**src/rtl/addsub8_arb.sv**
```systemverilog
// Two-requester arbiter sharing one 8-bit add/subtract datapath.
// Each operation takes IDLE -> EXEC -> DONE; ties are broken round-robin against the last grant.
module addsub8_arb (
    input  logic       clk,
    input  logic       rst,
    input  logic       req0,
    input  logic [7:0] a0,
    input  logic [7:0] b0,
    input  logic       add0,
    input  logic       req1,
    input  logic [7:0] a1,
    input  logic [7:0] b1,
    input  logic       add1,
    output logic       done0,
    output logic       done1,
    output logic [7:0] result,
    output logic       c_out,
    output logic       gnt,
    output logic       busy
);

    typedef enum logic [1:0] {
        ST_IDLE = 2'd0,
        ST_EXEC = 2'd1,
        ST_DONE = 2'd2
    } state_t;

    state_t     state_q, state_d;
    logic [7:0] opa_q, opa_d;
    logic [7:0] opb_q, opb_d;
    logic       opadd_q, opadd_d;
    logic       gnt_q, gnt_d;
    logic       done0_q, done0_d;
    logic       done1_q, done1_d;
    logic [7:0] result_q, result_d;
    logic       c_out_q, c_out_d;
    logic       busy_q, busy_d;
    logic       any_req_s;
    logic       win_s;
    logic [8:0] sum_s;

    // Subtract is A + ~B + 1, so bit 8 doubles as the "no borrow" flag.
    function automatic logic [8:0] addsub9(input logic [7:0] a, input logic [7:0] b,
                                           input logic add);
        addsub9 = {1'b0, a} + {1'b0, b ^ {8{~add}}} + {8'h00, ~add};
    endfunction

    assign sum_s = addsub9(opa_q, opb_q, opadd_q);

    // Winner selection: a lone request wins, a tie goes to the one not granted last.
    always_comb begin
        any_req_s = req0 | req1;
        if (req0 && req1) begin
            win_s = ~gnt_q;
        end else begin
            win_s = req1;
        end
    end

    // Next-state logic.
    always_comb begin
        state_d = state_q;
        case (state_q)
            ST_IDLE: begin
                if (any_req_s) begin
                    state_d = ST_EXEC;
                end else begin
                    state_d = ST_IDLE;
                end
            end
            ST_EXEC: state_d = ST_DONE;
            ST_DONE: state_d = ST_IDLE;
            default: state_d = ST_IDLE;
        endcase
    end

    // Operand capture, result update and next values of the registered outputs.
    always_comb begin
        opa_d    = opa_q;
        opb_d    = opb_q;
        opadd_d  = opadd_q;
        gnt_d    = gnt_q;
        result_d = result_q;
        c_out_d  = c_out_q;
        case (state_q)
            ST_IDLE: begin
                if (any_req_s) begin
                    gnt_d = win_s;
                    if (win_s) begin
                        opa_d   = a1;
                        opb_d   = b1;
                        opadd_d = add1;
                    end else begin
                        opa_d   = a0;
                        opb_d   = b0;
                        opadd_d = add0;
                    end
                end else begin
                    gnt_d = gnt_q;
                end
            end
            ST_EXEC: begin
                result_d = sum_s[7:0];
                c_out_d  = sum_s[8];
            end
            ST_DONE: begin
                result_d = result_q;
            end
            default: begin
                result_d = result_q;
            end
        endcase
        // Done flops are loaded in EXEC so the pulse lines up with the DONE cycle.
        done0_d = (state_q == ST_EXEC) && !gnt_q;
        done1_d = (state_q == ST_EXEC) && gnt_q;
        busy_d  = (state_d != ST_IDLE);
    end

    // State and output registers; gnt resets to 1 so requester 0 wins the first tie.
    always_ff @(posedge clk or posedge rst) begin
        if (rst) begin
            state_q  <= ST_IDLE;
            opa_q    <= 8'h00;
            opb_q    <= 8'h00;
            opadd_q  <= 1'b0;
            gnt_q    <= 1'b1;
            done0_q  <= 1'b0;
            done1_q  <= 1'b0;
            result_q <= 8'h00;
            c_out_q  <= 1'b0;
            busy_q   <= 1'b0;
        end else begin
            state_q  <= state_d;
            opa_q    <= opa_d;
            opb_q    <= opb_d;
            opadd_q  <= opadd_d;
            gnt_q    <= gnt_d;
            done0_q  <= done0_d;
            done1_q  <= done1_d;
            result_q <= result_d;
            c_out_q  <= c_out_d;
            busy_q   <= busy_d;
        end
    end

    assign done0  = done0_q;
    assign done1  = done1_q;
    assign result = result_q;
    assign c_out  = c_out_q;
    assign gnt    = gnt_q;
    assign busy   = busy_q;

endmodule

```
**config.mk**
```make
export PLATFORM = sky130hd
export DESIGN_NAME = addsub8_arb
export DESIGN_NICKNAME = d
export VERILOG_FILES = /design/src/rtl/addsub8_arb.sv
export SDC_FILE = /design/constraint.sdc
export NUM_CORES = 1
export LEC_CHECK = 0
export CORE_ASPECT_RATIO = 1.5
export CORE_UTILIZATION = 56
export DETAILED_ROUTE_END_ITERATION = 8
export DONT_BUFFER_PORTS = 1
export PLACE_DENSITY = 0.81
export SLEW_MARGIN = 5
export SYNTH_ARGS = -nofsm -noshare
export SYNTH_HDL_FRONTEND = slang
export SYNTH_SLANG_ARGS = --single-unit
```
**constraint.sdc**
```tcl
create_clock -name clk -period 2.05 [get_ports clk]
set_input_delay 0.1025 -clock clk [delete_from_list [all_inputs] [get_ports clk]]
set_output_delay 0.1025 -clock clk [all_outputs]
set_load 0.1 [all_outputs]
```
# Yosys cells after proc, flatten, opt, wreduce, memory -nomap -nowiden
# Cells that the tools add are included.
[totals]
in_bits = 38
out_inout_bits = 13
word_cells = 30
reg_bits = 32
[op_classes]
reduce_logical = 7
eq_ne = 1
n_bitwise = 4
muxes = 6
addsub = 2
[ops]
columns = ["op", "n"]
rows = [
  ["$mux 8", 2],
  ["$add 8x8->9", 1],
  ["$add 9x1->9", 1],
  ["$xor 8x8->8", 1],
  ["$pmux 2 s2", 1],
  ["$logic_and 1x1->1", 3],
  ["$mux 1", 3],
  ["$eq 2x1->1 const B", 1],
  ["$logic_not 2->1", 1],
  ["$not 1->1", 2],
  ["$reduce_and 2->1", 1],
  ["$reduce_bool 2->1", 1],
  ["$logic_not 1->1", 1],
  ["$or 1x1->1", 1],
]

# Longest topological paths before layout
# Gate-level depths: netlist (run 1).
[logic_depth]
depth_word = 4
mapped_depth = 9
depth_no_buf = 8

# Worst setup path before layout (run 1)
# Ideal clock, no wire load.
[synth_timing]
path_type = "register -> register"
startpoint = "reg opadd_q"
endpoint = "reg result_q[7] (netlist: result[7])"
slack_ps = 16
stages_incl_launch_ff = 8
t_required_ps = 1978
path_buffers = 1
t_arrival_ps = 1962
cell_sequence = "dfrtp_1 > buf_6 > xnor2_1 > ha_1 > o2111ai_2 > a311o_1 > or4_1 > nand3_1"
[synth_via]
elab_chain_cells = 4
[synth_rtl]
columns = ["element", "line_no", "rtl"]
rows = [
  ["from (decl)", "31", "logic opadd_q, opadd_d;"],
  ["from (signal assigned)", "136", "opadd_q <= opadd_d;"],
  ["$not 1->1 *", "45", "addsub9 = {1'b0, a} + {1'b0, b ^ {8{~add}}} + {8'h00, ~add};"],
  ["$xor 8x8->8", "45", ""],
  ["$add 8x8->9", "45", ""],
  ["$add 9x1->9 *", "45", ""],
  ["to (signal assigned)", "140", "result_q <= result_d;"],
  ["to (decl)", "35", "logic [7:0] result_q, result_d;"],
]
# Every way passes the cells marked *; elsewhere a longest branch is shown, timed or not.
# A chain may end at the register's enable or synchronous reset.

# Worst setup path after layout (run 1)
[layout_timing]
startpoint = "reg opadd_q"
endpoint = "reg result_q[6] (netlist: result[6])"
# Same word-level chain as after synthesis.

==> flow_metrics.env, run 1 <==
export IMPL_status="complete, but fails checks"
export IMPL_violations="negative setup slack"
export IMPL_startpoint_type="register"
export IMPL_finalWeightedCongestion=0.767
export IMPL_final_min_clock_period_ns=2.09
export IMPL_placed_cells=219
export IMPL_hold_end="opb_q[2]$_DFFE_PP0P_"
export IMPL_synth_area_um2=1690
export IMPL_cts_tree="built"
export IMPL_detailedRoute_firstIterationViolations=33
export IMPL_hold_depth=2
export IMPL_drive_gt1_share_pct=22.8
export IMPL_post_dp_hpwl_um=2370
export IMPL_yosysTopAreaCell="dfrtp_1"
export IMPL_fin_nets=238
export IMPL_post_route_drc_count=0
export IMPL_synth_cells=168
export IMPL_mostFrequentLayoutCell="dfrtp_1"
export IMPL_slew_headroom_pct=75.0
export IMPL_fin_cells=232
export IMPL_met2_wirelength_um=1840
export IMPL_grt_pass1_wl_um=5350
export IMPL_root_buffer="clkbuf_8"
export IMPL_area_growth_pct=19.6
export IMPL_synth_async_reset_ratio_pct=100
export IMPL_numCtsBuffers=5
export IMPL_io_pins=51
export IMPL_synth_fp_nets=214
export IMPL_worst_slack_ns=-0.0358
export IMPL_synth_cell_types=37
export IMPL_crit_type="register to register"
export IMPL_worst_slew_pin_slew_ns=0.374
export IMPL_vias_per_cell=5.56
export IMPL_post_synth_cell_area_avg_um2=10.0
export IMPL_fin_crit_sh_pct=102
export IMPL_cts_htree_levels=2
export IMPL_die_x_um=46.8
export IMPL_port_buffers=0
export IMPL_r2r_cells=9
export IMPL_grt_max_degree=38
export IMPL_clock_latency_ns=0.29
export IMPL_wl_met1_um=1230
export IMPL_synth_edf_count=0
export IMPL_hp_class="primary input to register"
export IMPL_crit_path_end_kind="register"
export IMPL_cts_sinks=32
export IMPL_yosys_most_used_dff="dfrtp_1"
export IMPL_antenna_left=0
export IMPL_dieArea_um2=3240
export IMPL_grt_overflow_total=0
export IMPL_dr_pass1_iters=4
export IMPL_die_height_um=69.2
export IMPL_placementRows=24
export IMPL_cp_arrival_ns=2.28
export IMPL_synth_top_cell_area_share_pct=46.0
export IMPL_drt_wl_total_um=3350
export IMPL_timing_rr_end="result[6]$_DFFE_PP0P_"
export IMPL_start_util_pct=58.6
export IMPL_final_cell_mix="dfrtp_1, nand2_1, buf_4, o21ai_0, mux2i_1"
export IMPL_min_from="b0[2]"
export IMPL_via_count=1290
export IMPL_ys_ff_latch=32
export IMPL_required_ns=2.25
export IMPL_clockBufferDepth=2
export IMPL_diodes=0
export IMPL_rrSetupSlack_ns=-0.04
export IMPL_core_um2=2880
export IMPL_met3WireLength_um=169
export IMPL_synth_warnings=0
export IMPL_clock_skew_ns=0.00610
export IMPL_crit_path_max_fanout=4
export IMPL_fmax_ghz=0.479
export IMPL_rsz0062_at_grt="true"
export IMPL_drv_slew=0
export IMPL_cts_clk_slew_worst_paths_ns=0.06
export IMPL_setup_violations=2
export IMPL_ys_seq_area_share_pct=47.5
export IMPL_grtUsageTotal_pct=23.0
export IMPL_r2r_start="opadd_q$_DFFE_PP0P_"
export IMPL_grt_pass1_vias=1336
export IMPL_wl_per_cell_um=14.4
export IMPL_fin_hold_ws_ns=0.00916
export IMPL_synthTopCellsByArea="dfrtp_1, mux2i_1, o21ai_0, nand2_1, ha_1"
export IMPL_drv_cap=0
export IMPL_top_layer="met4"
export IMPL_hold_viol=0
export IMPL_antenna_found_initial=0
-- flip-flops by register name, indices dropped and copies added (netlist names) --
signal,cells
gnt,1
opa_q,8
c_out,1
busy,1
state_q,2
done0,1
result,8
opadd_q,1
done1,1
opb_q,8
-- synth_stat cells, types with 2 or more instances --
cell type	n
nor2_1	7
xnor2_1	9
xor2_1	2
mux2i_1	18
o21a_1	2
ha_1	7
o21ai_1	6
inv_1	4
dfrtp_1	31
o21ai_0	21
nand2_1	25
nor3_1	3
buf_2	2
clkbuf_1	5
nand2b_1	3
a21oi_1	2
-- cells by family after synthesis --
group	Yosys count	synth area share, %
flops	32	47.5
buf+inv	14	3.78
mux	19	11.3
xor+xnor	11	5.71
simple gates	46	12.2
compound gates	38	13.1
fa+ha+maj	8	6.37
-- worst max-delay path, cell delays in order (launching register included) --
cell and delay, ns:
dfrtp_2 0.45, xnor2_1 0.14, ha_1 0.36, buf_4 0.16, buf_4 0.12, nor2b_1 0.14, o21ai_2 0.16, a21oi_2 0.10
o21a_1 0.18, o31ai_1 0.18
-- what timing repair did --
item                                    4_1_cts  5_1_grt
hold buffers                                  1        0
setup buffers                                 1        3
endpoints found under the setup margin        2        3
resized for setup                             3        6
pin swaps                                     0        5
hold endpoints to repair                     31        0
gates cloned                                  0        0
-- metal layers --
metal,vias to the layer above,track usage [%]
li1,628,-
met1,605,23.5
met2,46,39.0
met3,11,6.25
met4,0,13.3
met5,-,0
-- cell type report --
class	instances	area, µm²
Multi-Input combinational cell	122	858
Clock buffer	8	90.1
Fill cell	220	865
Inverter	6	23.8
Sequential cell	32	803
Timing Repair Buffer	25	194
Tap cell	39	48.8
-- worst max-delay path by stage --
stage                                   start                    end  slack (ns)
after floorplan           opadd_q$_DFFE_PP0P_  result[7]$_DFFE_PP0P_        0.02
after global placement    opadd_q$_DFFE_PP0P_  result[7]$_DFFE_PP0P_        0.05
after detailed placement  opadd_q$_DFFE_PP0P_  result[7]$_DFFE_PP0P_       -0.02
after CTS                 opadd_q$_DFFE_PP0P_  result[7]$_DFFE_PP0P_       -0.02
after global routing      opadd_q$_DFFE_PP0P_  result[7]$_DFFE_PP0P_       -0.14
final                     opadd_q$_DFFE_PP0P_  result[6]$_DFFE_PP0P_       -0.04
-- stage by stage --
stage,setup WS (ns),utilization (%),instance area [µm²],setup TNS [ns]
detailed placement,-0.0173,64.3,1850,-0.0173
global placement,0.0508,64.3,1850,0
floorplan,0.0163,-,1690,0
CTS,-0.0231,68.4,1970,-0.0231
global route,-0.144,70.0,2020,-0.422
finish,-0.0358,70.0,2020,-0.0539
Power of run 1 is left out: the tool's default activity adds up to more than one toggle a clock period on the data nets, which glitch-free logic cannot reach.
==> inputs of run 2 (changes only) <==
- CTS_BUF_LIST: not set -> sky130_fd_sc_hd__clkbuf_4 sky130_fd_sc_hd__clkbuf_8 sky130_fd_sc_hd__clkbuf_16
- CTS_CLUSTER_DIAMETER: not set -> 150
- SKIP_CTS_REPAIR_TIMING: not set -> 1
==> run 2 against run 1 <==
The run now ends clean. Final cell count shrank 0.43%. Count of clock-buffer cells in the layout is the same. Maximum frequency grew 2.4%. Worst hold slack lost 0.00055 ns. Critical path type unchanged. Critical endpoint is now result[7]$_DFFE_PP0P_. Largest cell class unchanged.
==> flow_metrics.env, run 2 (synthesis gave the netlist of run 1 again) <==
export IMPL_die_x_um=46.8
export IMPL_hold_viol=0
export IMPL_drv_slew=0
export IMPL_antenna_found_initial=0
export IMPL_crit_path_end_kind="register"
export IMPL_dieArea_um2=3240
export IMPL_min_from="a0[7]"
export IMPL_slew_headroom_pct=74.5
export IMPL_cts_clk_slew_worst_paths_ns=0.06
export IMPL_place_area_um2=1850
export IMPL_cts_htree_levels=2
export IMPL_post_route_drc_count=0
export IMPL_status="finished, final reports clean"
export IMPL_grtUsageTotal_pct=22.7
export IMPL_final_cell_mix="dfrtp_1, nand2_1, buf_4, o21ai_0, mux2i_1"
export IMPL_n_fill_cell=220
export IMPL_setup_violations=0
export IMPL_wl_per_cell_um=14.2
export IMPL_rrSetupSlack_ns=0.01
export IMPL_post_dp_hpwl_um=2370
export IMPL_cts_tree="built"
export IMPL_fin_crit_sh_pct=99.4
export IMPL_fin_tns_setup_ns=0
export IMPL_dr_pass1_iters=4
export IMPL_crit_path_max_fanout=6
export IMPL_required_ns=2.27
export IMPL_clock_skew_ns=0.00640
export IMPL_placementRows=24
export IMPL_core_um2=2880
export IMPL_slowest_stage="dfrtp_1"
export IMPL_fin_nets=237
export IMPL_start_util_pct=58.6
export IMPL_mostFrequentLayoutCell="dfrtp_1"
export IMPL_rsz0062_at_grt="true"
export IMPL_critPathLaunch="opadd_q$_DFFE_PP0P_"
export IMPL_hold_depth=2
export IMPL_area_growth_pct=19.0
export IMPL_finalWeightedCongestion=0.767
export IMPL_port_buffers=0
export IMPL_die_height_um=69.2
export IMPL_crit_chain="buf_4 -> xnor2_1 -> ha_1 -> nor3_1 -> a311o_1 -> or4_1 -> nand3_1"
export IMPL_r2r_cells=7
export IMPL_hold_end="opa_q[7]$_DFFE_PP0P_"
export IMPL_via_count=1297
export IMPL_clockBufferDepth=2
export IMPL_vias_per_cell=5.61
export IMPL_clock_latency_ns=0.29
export IMPL_cp_arrival_ns=2.26
export IMPL_hp_class="primary input to register"
export IMPL_root_buffer="clkbuf_8"
export IMPL_drv_cap=0
export IMPL_final_min_clock_period_ns=2.04
export IMPL_drt_wl_total_um=3270
export IMPL_grt_pass1_vias=1315
export IMPL_grt_pass1_wl_um=5310
export IMPL_cts_sinks=32
export IMPL_grt_overflow_total=0
export IMPL_numCtsBuffers=5
export IMPL_timing_rr_end="result[7]$_DFFE_PP0P_"
export IMPL_diodes=0
export IMPL_drive_gt1_share_pct=22.4
export IMPL_antenna_left=0
export IMPL_fin_hold_ws_ns=0.00861
export IMPL_grt_max_degree=38
export IMPL_detailedRoute_firstIterationViolations=34
export IMPL_crit_type="register to register"
export IMPL_worst_slew_pin_slew_ns=0.383
export IMPL_fin_area_um2=2010
export IMPL_startpoint_type="register"
export IMPL_r2r_start="opadd_q$_DFFE_PP0P_"
export IMPL_slowest_delay_ns=0.45
export IMPL_io_pins=51
export IMPL_fmax_ghz=0.491
[run 2: final cells by class]
class                      count  area (µm²)  area share [%]
clock buffer                   8        97.6            4.86
inverter                       6        23.8            1.18
multi-input combinational    122         853            42.5
sequential                    32         802            39.9
tap                           39        48.8            2.43
timing repair buffer          24         183            9.10
[run 2: critical path, delay by kind of cell, from the launching register on]
family / cells / cell delay (ns)
xor gates and xnor gates: 1 / 0.13
and+or+nand+nor: 3 / 0.55
AOI/OAI and AO/OA: 1 / 0.35
adders and majority gates: 1 / 0.30
DFF: 1 / 0.45
buffers and inverters: 1 / 0.20
[run 2: per-stage QoR]
step / worst slack [ns] / instances / utilization [%]
2_1_floorplan: 0.0163 / 168 / -
3_3_place_gp: 0.0508 / 219 / 64.3
3_5_place_dp: -0.0173 / 219 / 64.3
4_1_cts: -0.0536 / 227 / 67.7
5_1_grt: -0.0933 / 231 / 69.7
6_report: 0.0124 / 231 / 69.7
[run 2: metal layers]
layer  up-vias  wire, µm  GRT usage (%)
li1        625         -              -
met5         -         0              0
met1       609      1230           23.8
met4         0        84           11.7
met2        55      1790           38.6
met3         8       169           6.25
[run 2: worst max path at each step]
stage | cells after the start | end
finish | 7 | result[7]$_DFFE_PP0P_
global route | 8 | result[7]$_DFFE_PP0P_
CTS | 7 | result[7]$_DFFE_PP0P_
detailed placement | 7 | result[7]$_DFFE_PP0P_
global placement | 7 | result[7]$_DFFE_PP0P_
floorplan | 7 | result[7]$_DFFE_PP0P_
Power of run 2 is left out for the same reason.
